`config.mk`:
```
export PLATFORM = sky130hd
export DESIGN_NAME = cardinal_pe_nic
export DESIGN_NICKNAME = d
export VERILOG_FILES = /design/src/rtl/cardinal_nic_pkg.sv /design/src/rtl/nic_out_chan.sv /design/src/rtl/cardinal_pe_nic.sv
export SDC_FILE = /design/constraint.sdc
export NUM_CORES = 1
export LEC_CHECK = 0
export CAP_MARGIN = 10
export CORE_MARGIN = 1.5
export CORE_UTILIZATION = 43
export CTS_CLUSTER_DIAMETER = 30
export DETAILED_ROUTE_END_ITERATION = 12
export HOLD_SLACK_MARGIN = 0.06
export PLACE_DENSITY = 0.82
export SLEW_MARGIN = 20
export SYNTH_ARGS = -nofsm -noshare
export SYNTH_HDL_FRONTEND = slang
export SYNTH_HIERARCHICAL = 1
export SYNTH_SLANG_ARGS = --single-unit
```
`constraint.sdc`:
```
create_clock -name clk -period 2.6 [get_ports clk]
set_input_delay 0.78 -clock clk [delete_from_list [all_inputs] [get_ports clk]]
set_output_delay 0.78 -clock clk [all_outputs]
set_load 0.1 [all_outputs]
```
`src/rtl/cardinal_nic_pkg.sv`:
```
// Shared constants for the cardinal processing-element NIC.
// Packets use big-endian bit numbering [0:63]; bit 0 is the VC bit.
package cardinal_nic_pkg;

  localparam int PKT_W  = 64;
  localparam int VC_BIT = 0;

  localparam logic [1:0] ADDR_IBUF  = 2'b00;
  localparam logic [1:0] ADDR_ISTAT = 2'b01;
  localparam logic [1:0] ADDR_OBUF  = 2'b10;
  localparam logic [1:0] ADDR_OSTAT = 2'b11;

  function automatic logic [0:PKT_W-1] status_word(input logic full);
    status_word = {{(PKT_W-1){1'b0}}, full};
  endfunction

endpackage

```
`src/rtl/nic_out_chan.sv`:
```
// Output channel toward the router: one register, or a 2-entry FIFO
// when NIC_OUT_DEPTH2_EN is defined.
module nic_out_chan
  import cardinal_nic_pkg::*;
(
  input  logic             clk,
  input  logic             reset,
  input  logic             wr,
  input  logic [0:PKT_W-1] din,
  input  logic             ro,
  input  logic             polarity,
  output logic             full,
  output logic             so,
  output logic [0:PKT_W-1] dout
);

`ifdef NIC_OUT_DEPTH2_EN
  logic [0:PKT_W-1] mem [2];
  logic             head;
  logic             tail;
  logic [1:0]       count;
  logic             push;
  logic [0:PKT_W-1] head_pkt;

  assign head_pkt = mem[head];
  assign full     = (count == 2'd2);
  assign push     = wr && !full;
  assign so       = (count != 2'd0) && ro
                    && (polarity == head_pkt[VC_BIT]);
  assign dout     = so ? head_pkt : '0;

  // FIFO pointers and count; full-check uses pre-edge occupancy
  always_ff @(posedge clk or posedge reset) begin
    if (reset) begin
      mem[0] <= '0;
      mem[1] <= '0;
      head   <= 1'b0;
      tail   <= 1'b0;
      count  <= 2'd0;
    end else begin
      if (push) begin
        mem[tail] <= din;
        tail      <= ~tail;
      end
      if (so)
        head <= ~head;
      count <= count + {1'b0, push} - {1'b0, so};
    end
  end
`else
  logic             valid;
  logic [0:PKT_W-1] data;

  assign full = valid;
  assign so   = valid && ro && (polarity == data[VC_BIT]);
  assign dout = so ? data : '0;

  // Single holding register; write only accepted when empty
  always_ff @(posedge clk or posedge reset) begin
    if (reset) begin
      valid <= 1'b0;
      data  <= '0;
    end else if (so) begin
      valid <= 1'b0;
    end else if (wr && !valid) begin
      valid <= 1'b1;
      data  <= din;
    end
  end
`endif

endmodule

```
`src/rtl/cardinal_pe_nic.sv`:
```
// Processor-side NIC for the cardinal router; input side inline,
// output side in nic_out_chan (depth set by NIC_OUT_DEPTH2_EN).
module cardinal_pe_nic
  import cardinal_nic_pkg::*;
(
  input  logic             clk,
  input  logic             reset,
  input  logic [0:1]       addr,
  input  logic [0:PKT_W-1] d_in,
  output logic [0:PKT_W-1] d_out,
  input  logic             nicEn,
  input  logic             nicWrEn,
  input  logic             net_si,
  output logic             net_ri,
  input  logic [0:PKT_W-1] net_di,
  output logic             net_so,
  input  logic             net_ro,
  output logic [0:PKT_W-1] net_do,
  input  logic             net_polarity
);

  logic             in_full;
  logic [0:PKT_W-1] in_buf;
  logic             out_full;
  logic             in_rd;
  logic             out_wr;

  assign in_rd  = nicEn && !nicWrEn && (addr == ADDR_IBUF);
  assign out_wr = nicEn && nicWrEn && (addr == ADDR_OBUF);
  assign net_ri = ~in_full;

  // Input buffer: processor read clears, which beats a new capture
  always_ff @(posedge clk or posedge reset) begin
    if (reset) begin
      in_full <= 1'b0;
      in_buf  <= '0;
    end else if (in_rd && in_full) begin
      in_full <= 1'b0;
    end else if (net_si && !in_full) begin
      in_full <= 1'b1;
      in_buf  <= net_di;
    end
  end

  // Processor read mux; zero for writes, idle and the write-only slot
  always_comb begin
    d_out = '0;
    if (nicEn && !nicWrEn) begin
      case (addr)
        ADDR_IBUF:  d_out = in_buf;
        ADDR_ISTAT: d_out = status_word(in_full);
        ADDR_OSTAT: d_out = status_word(out_full);
        default:    d_out = '0;
      endcase
    end
  end

  nic_out_chan u_out (
    .clk      (clk),
    .reset    (reset),
    .wr       (out_wr),
    .din      (d_in),
    .ro       (net_ro),
    .polarity (net_polarity),
    .full     (out_full),
    .so       (net_so),
    .dout     (net_do)
  );

endmodule

```
== Word-level counts from Yosys, hierarchy flattened ==
Cells that the tools add are included.

* Muxes and demuxes: 7
* Equal/unequal tests: 4
* Reductions and logical operators: 17
* Bitwise logic cells: 3

{| class="wikitable"
|+ Operators by type and width
! kind !! count
|-
| case mux 64 bit (3 select lines) || 1
|-
| two-way mux 64 bit || 2
|-
| logical AND 1 bit || 9
|-
| equality test 2 bit, second input constant || 2
|-
| two-way mux 1 bit || 4
|-
| AND reduction 2 bit || 2
|-
| nonzero test 2 bit || 2
|-
| zero test 1 bit || 3
|-
| inverter 1 bit || 3
|-
| equality test 2 x 1 -> 1 bit, second input constant || 1
|-
| zero test 2 bit || 1
|-
| equality test 1 bit || 1
|}

* Input bits: 137
* Output and inout bits: 130
* Register bits: 130

== Logic depth before layout (Yosys ltp) ==
Gate-level depths: netlist (run 1).

* Word-level depth: 6
* Depth in mapped cells: 6
* Gate-level depth less buffers: 4

== Cells and area by module ==
The synthesis (run 1) kept the hierarchy.

{| class="wikitable"
|+ By module, submodules not included
! module !! area each (um2) !! instances !! cells an instance !! sequential area each (um2)
|-
| nic_out_chan || 3375.7 || 1 || 284 || 1626.6
|-
| cardinal_pe_nic || 2966.6 || 1 || 217 || 1626.6
|}

== Worst setup path after synthesis (run 1) ==
No wires, ideal clock.

* Path kind: input to output
* From: in addr[1] in the netlist's numbering
* To: out d_out[63] in the netlist's numbering
* Buffers on the path: 0
* Data arrival time: 5.599 ns
* Stages: 2
* Setup slack: -3.779 ns
* Path through: mux2i_1 a2111oi_0

* Longest elaborated chain between the ends: 3
* Elaborated cells on any way between the ends: 5
* Those cells by class: eq/ne (2); mux (2); reduce/logical (1)

{| class="wikitable"
|+ Ends and longest elaborated chain
! what !! line !! text
|-
| from (decl) || cardinal_pe_nic.sv:8 || <nowiki>input logic [0:1] addr,</nowiki>
|-
| equality test 2 bit (tied with other cells) || cardinal_pe_nic.sv:49 || <nowiki>case (addr)</nowiki>
|-
| case mux 64 bit (3 select lines) * || cardinal_pe_nic.sv:49 ||
|-
| two-way mux 64 bit * || cardinal_pe_nic.sv:48 || <nowiki>if (nicEn && !nicWrEn) begin</nowiki>
|-
| to (decl) || cardinal_pe_nic.sv:10 || <nowiki>output logic [0:PKT_W-1] d_out,</nowiki>
|}

Every way passes the cells marked *; elsewhere a longest branch is shown, timed or not.

== Worst setup path after layout (run 1) ==
* From: in addr[0] in the netlist's numbering
* To: out d_out[52] in the netlist's numbering

Same word-level chain as after synthesis.

==> run metrics, run 1 <==
status finished, violations left; failing checks negative setup slack; CP max-delay cell nor4b_4; port buffer count 266; site row count 44; synth top area cells dfrtp_1, mux2_4, mux2_2, and2_2, nor3_1; setup tns final -6.17 ns; crit path cell chain buf_8, nor4b_4, buf_6, buf_12, buf_12, buf_12, and2_4, buf_12; NumNets Final 952; Initial DRC Count 290; leakage 5.64 nW; CTS Buf Count 17; share of cells above drive strength 1 0.603; Synth Register Bits 130; Die H 124 um; asr flop ratio synth 1.00; Synth Instances 501; H-tree levels 4; Power Dens Cells 1060 nW/um^2; Hold Path Class flip-flop to flip-flop; Synth cell types 24; post-route ant nets 0; vias in the first global route 6233; minimum clock period 2.74 ns; Psw 5.62 mW; DR pass1 iterations 4; clk sinks 130; mapped cell area 6340 sq um; crit-path most repeated cell buf_12; Layout area overhead 103%; Clk Latency, worst-skew pair 0.43 ns; critical path endpoint category output pin; CP Launch Type input port; Yosys top cell area share 0.513; Die X 124 um; Comb pwr share 0.526; area of the core 14500 sq um; DP Wirelength 14900 um; Synth Flop Type dfrtp_1; Max Slew Vio Count 0; CTS Root Cell clkbuf_16; via/cell ratio 5.33; GPL Wtd Cong 0.793; Area after DPL 11600 sq um; Seq pwr share 0.280; Max stage delay on crit path 0.27 ns; Final setup viols 115; Syn Nets 638; GRT Residual Overflow 0; gr usage total 0.339; CP delay by family, top buffers and inverters; CTS tree built; Fin Hold WS 0.506 ns; Post-Place Cells 948; Clock Path Buffers 2; commonest cells in the netlist dfrtp_1, inv_1, mux2_2; Syn. warnings 6; initial core utilization 0.438; total power 13.6 mW; internal power 7.98 mW; Fmax 365 MHz; WP buf/inv 6; clk slew on worst S/H paths 0.06 ns; most frequent cell after synthesis dfrtp_1; Least-Margin Pin Slew 0.367 ns; largest net degree at the start of global routing 66; vias 5403; Post-CTS Hold Buffers 0; Slew HR 0.755; Setup WS post-layout -0.140 ns; crit path DAT 1.96 ns; RSZ-0062 raised after global routing yes; Layout Cells excl Fill 1013; drt total wl 25100 um; Final Hold Vio Count 0; first-pass GRT wire length 39000 um; Top Ports 267; DRC viols 0; Max-Cap Viols 0; Max Clock Skew 0.0115 ns; WS Path Type input port to output pin; critical path peak fanout 6; Req. time, crit path 1.82 ns; worst vdd ir 611 uV; Post-synth EDFFs 0; top cell type by total area after synthesis dfrtp_1; full die area 15500 sq um; Seq/Total Area, Yosys 0.513; wire per inst 24.8 um; Clock Power Share 0.194; final worst-path cycle share 1.05; Switching Fraction 0.413; final instance area 12800 sq um; antenna violations before repair 0; average size of a mapped cell 12.7 sq um
registers in the layout, summed over array words and instances, names as in the netlist:
name and count:
u_out/full 1, in_buf 64, in_full 1, u_out/data 64
power groups by stage:
stage / clock, mW / sequential [mW] / combinational [mW]
3_3_place_gp: 0 / 3.61 / 6.09
4_1_cts: 2.65 / 3.74 / 7.12
5_1_grt: 2.76 / 3.91 / 7.38
3_5_place_dp: 0 / 3.72 / 6.28
6_report: 2.64 / 3.81 / 7.15
2_1_floorplan: 0 / 3.47 / 4.72
final timing paths:
kind / depth (start not counted) / slack [ns] / endpoint / startpoint
setup / recovery: 8 / -0.14 / d_out[52] / addr[0]
hold / removal: 1 / 0.51 / in_buf[55]$_DFFE_PP0P_ / in_buf[55]$_DFFE_PP0P_
setup reg to reg: 4 / 0.96 / u_out/data[15]$_DFFE_PP0P_ / u_out/full$_DFFE_PP0P_
hold reg to reg: 1 / 0.51 / in_buf[55]$_DFFE_PP0P_ / in_buf[55]$_DFFE_PP0P_
max in group asynchronous: 3 / 1.50 / u_out/data[0]$_DFFE_PP0P_ / reset
min in group asynchronous: 3 / 0.80 / in_buf[36]$_DFFE_PP0P_ / reset
area by class of cell:
| class | instances | area, sq um |
|---|---|---|
| Fill cell | 520 | 1630 |
| Clock buffer | 20 | 467 |
| Sequential cell | 130 | 3260 |
| Inverter | 68 | 255 |
| Multi-Input combinational cell | 270 | 3460 |
| Antenna cell | 1 | 2.50 |
| Timing Repair Buffer | 328 | 5000 |
| Clock inverter | 12 | 178 |
| Tap cell | 184 | 230 |
cells in the final DEF (no fill, tap or decap), types with 3 or more instances in the layout:
cell type        count
and2_4              63
buf_12             160
buf_16               5
buf_2                3
buf_4               16
buf_6                5
buf_8                7
bufinv_16            4
clkbuf_16           17
clkbuf_8             3
clkdlybuf4s50_1    130
clkinvlp_4           4
dfrtp_1            128
inv_1               66
mux2_2              68
mux2_4              60
nor3_4              63
metrics by stage:
step,worst slack (ns),util
final,-0.140,0.887
after CTS,-0.260,0.902
after global routing,-0.176,0.887
after floorplan,-0.277,-
after detailed placement,-0.511,0.801
after global placement,-0.481,0.801
cell families (layout without fill, tap and decap cells):
| group | count (synthesis) | count (layout) | synth area share |
|---|---|---|---|
| and+or+nand+nor | 135 | 136 | 0.131 |
| other | 0 | 1 | 0 |
| buffers and inverters | 102 | 428 | 0.0848 |
| DFF | 130 | 130 | 0.513 |
| muxes | 129 | 129 | 0.264 |
| xor gates and xnor gates | 1 | 1 | 0.00138 |
| AOI/OAI and AO/OA | 4 | 4 | 0.00533 |
metal layers:
metal  global-route usage  up-vias  wire length [um]
li1                     -     2292                 -
met1                0.372     2785              8910
met2                0.599      271             13400
met3                0.119       55              2080
met4                0.134        0               758
met5                    0        -                 0
worst reg2reg max path: stages (launching register included):
cell     delay, ns
dfrtp_2       0.49
buf_4         0.18
nor2b_4       0.17
buf_4         0.34
mux2_4        0.35
timing repair:
action,4_1_cts,5_1_grt
resized for setup,60,16
buffers inserted,20,6
gates cloned,18,0
pin swaps,89,19
endpoints found under the setup margin,129,120
No activity file was read; power rests on OpenSTA's default activity.
==> run 2: changes to the inputs <==
Settings changed: PLACE_DENSITY 0.82 to 0.81.
==> run 2 against run 1 <==
The flow still finishes with violations (negative setup slack). Critical endpoint is now d_out[36]. First-iteration DRC count rose by 5.9%. Wire length rose by 4.3%. Setup slack got worse by 0.041 ns. Clock-buffer cell count did not move.
==> run metrics, run 2 (same netlist as run 1, synthesis figures left out) <==
status finished, violations left; failing checks negative setup slack; vias in the first global route 6066 (-2.7%); Max Clock Skew 0.00949 ns (-0.00203 ns); DRC viols 0 (unchanged); Final Hold Vio Count 0 (unchanged); site row count 44 (unchanged); Post-CTS Hold Buffers 0 (unchanged); GRT Residual Overflow 0 (unchanged); leakage 5.66 nW (+0.31%); RSZ-0062 raised after global routing yes; hold_sp in_buf[8]$_DFFE_PP0P_; Comb pwr share 0.537 (+0.011); Multi-input gate area 3460 sq um (+0.11%); Die X 124 um (unchanged); Req. time, crit path 1.82 ns (about the same); Max-Cap Viols 0 (unchanged); setup tns final -8.93 ns (-2.76 ns); total power 13.7 mW (+0.53%); via/cell ratio 5.33 (about the same); Hold Path Class flip-flop to flip-flop; Switching Fraction 0.421 (+0.00789); DR pass1 iterations 5 (+1); Reg-to-Reg Start u_out/full$_DFFE_PP0P_; WS Path Type input port to output pin; Sequential Area 3260 sq um (unchanged); drt total wl 26200 um (+4.3%); clk slew on worst S/H paths 0.06 ns (about the same); final worst-path cycle share 1.07 (+0.0156); Setup WS post-layout -0.180 ns (-0.0405 ns); Initial DRC Count 307 (+5.9%); Seq pwr share 0.280 (about the same); Slew HR 0.691 (-0.0638); hold path cells 1 (unchanged); GPL Wtd Cong 0.761 (-4.1%); full die area 15500 sq um (unchanged); # fillers 525 (+0.96%); R2R depth 5 (+1); NumNets Final 958 (+0.63%); minimum clock period 2.78 ns (+0.0405 ns); Layout area overhead 103%; Clock Path Buffers 2 (unchanged); post-route ant nets 0 (unchanged); hold-critical path endpoint in_buf[8]$_DFFE_PP0P_; Power Dens Cells 1060 nW/um^2 (+0.11%); Fmax 360 MHz (-1.5%); port buffer count 266 (unchanged); CTS tree built; Max Slew Vio Count 0 (unchanged); Psw 5.76 mW (+2.4%); critical path endpoint category output pin; clk sinks 130 (unchanged); Top Ports 267 (unchanged); gr usage total 0.335 (-0.00473); internal power 7.92 mW (-0.82%); H-tree levels 4 (unchanged); largest net degree at the start of global routing 66 (unchanged); crit path DAT 2.00 ns (+0.04 ns); CTS Buf Count 17 (unchanged); initial core utilization 0.438 (unchanged); most common cell after layout, fill and taps aside buf_12; Worst R2R End u_out/data[35]$_DFFE_PP0P_; DP Wirelength 14400 um (-3.2%); first-pass GRT wire length 38200 um (-2.2%); Least-Margin Pin Slew 0.463 ns (+0.0955 ns); Clk Latency, worst-skew pair 0.43 ns (about the same); CP Launch Type input port; Fin Hold WS 0.508 ns (+0.00231 ns); Die H 124 um (unchanged); critical path peak fanout 8 (+2); Clock Power Share 0.183 (-0.011); commonest non-fill, non-tap cells in the layout buf_12, clkdlybuf4s50_1, dfrtp_1; vias 5430 (+0.50%); wire per inst 25.7 um (+3.7%); worst vdd ir 578 uV (-5.4%); antenna violations before repair 2 (+2); r2r setup slk 1.04 ns (+0.08 ns); share of cells above drive strength 1 0.606 (+0.00286); Final setup viols 100 (-13%); area of the core 14500 sq um (unchanged); top flop regs in_buf: 64 flops, u_out/data: 64 flops; CTS Root Cell clkbuf_16
## run 2: changes by cell type in the layout (fill, tap and decap cells not counted), moves of 2 or more
cell	change
clkbuf_16	+3
buf_16	+5
bufbuf_16	-2
buf_4	+5
clkinv_4	+2
buf_12	-5
## run 2: final cells by class
class / count / area share
Antenna cell: 1 / 0.000194
Clock buffer: 20 / 0.0354
Clock inverter: 12 / 0.0121
Inverter: 68 / 0.0198
Multi-Input combinational cell: 270 / 0.268
Sequential cell: 130 / 0.252
Tap cell: 184 / 0.0178
Timing Repair Buffer: 334 / 0.394
## run 2: how the worst max path moves through the flow
stage	startpoint	endpoint	slack (ns)
4_1_cts	u_out/data[0]$_DFFE_PP0P_	net_do[11]	-0.12
3_3_place_gp	addr[1]	d_out[0]	-0.51
2_1_floorplan	addr[0]	d_out[63]	-0.28
3_5_place_dp	addr[0]	d_out[0]	-0.52
5_1_grt	addr[1]	d_out[30]	-0.22
6_report	addr[1]	d_out[36]	-0.18
## run 2: timing repair
action	4_1_cts	5_1_grt
cloned	12	4
setup endpoints to repair	129	127
pin swaps	77	43
resized for setup	58	13
setup buffers	18	2
hold endpoints to repair	0	0
## run 2: per-stage QoR
| stage | utilization | instance area, sq um | setup slack [ns] | std cells |
|---|---|---|---|---|
| 2_1_floorplan | - | 7340 | -0.277 | 501 |
| 3_3_place_gp | 0.805 | 11700 | -0.506 | 952 |
| 6_report | 0.891 | 12900 | -0.180 | 1019 |
| 5_1_grt | 0.891 | 12900 | -0.224 | 1019 |
| 3_5_place_dp | 0.805 | 11700 | -0.523 | 952 |
| 4_1_cts | 0.882 | 12800 | -0.119 | 1014 |
## run 2: critical path, stage by stage
cell	delay (ns)
buf_8	0.10
nor4b_4	0.32
buf_4	0.20
buf_6	0.13
buf_16	0.14
and2_4	0.16
buf_12	0.17
## run 2: power groups by stage
stage | combinational, mW | clock (mW) | sequential, mW
finish | 7.34 | 2.51 | 3.83
global route | 7.54 | 2.64 | 3.91
CTS | 6.97 | 2.52 | 3.75
detailed placement | 6.34 | 0 | 3.72
global placement | 6.15 | 0 | 3.62
floorplan | 4.72 | 0 | 3.47
## run 2: per-layer routing
layer | GRT usage | routed length [um] | vias up | part of all wire
met3 | 0.128 | 2400 | 75 | 0.091
met1 | 0.357 | 8940 | 2730 | 0.34
li1 | - | - | 2290 | -
met2 | 0.589 | 13800 | 335 | 0.53
met5 | 0 | 0 | - | 0
met4 | 0.144 | 1070 | 0 | 0.041
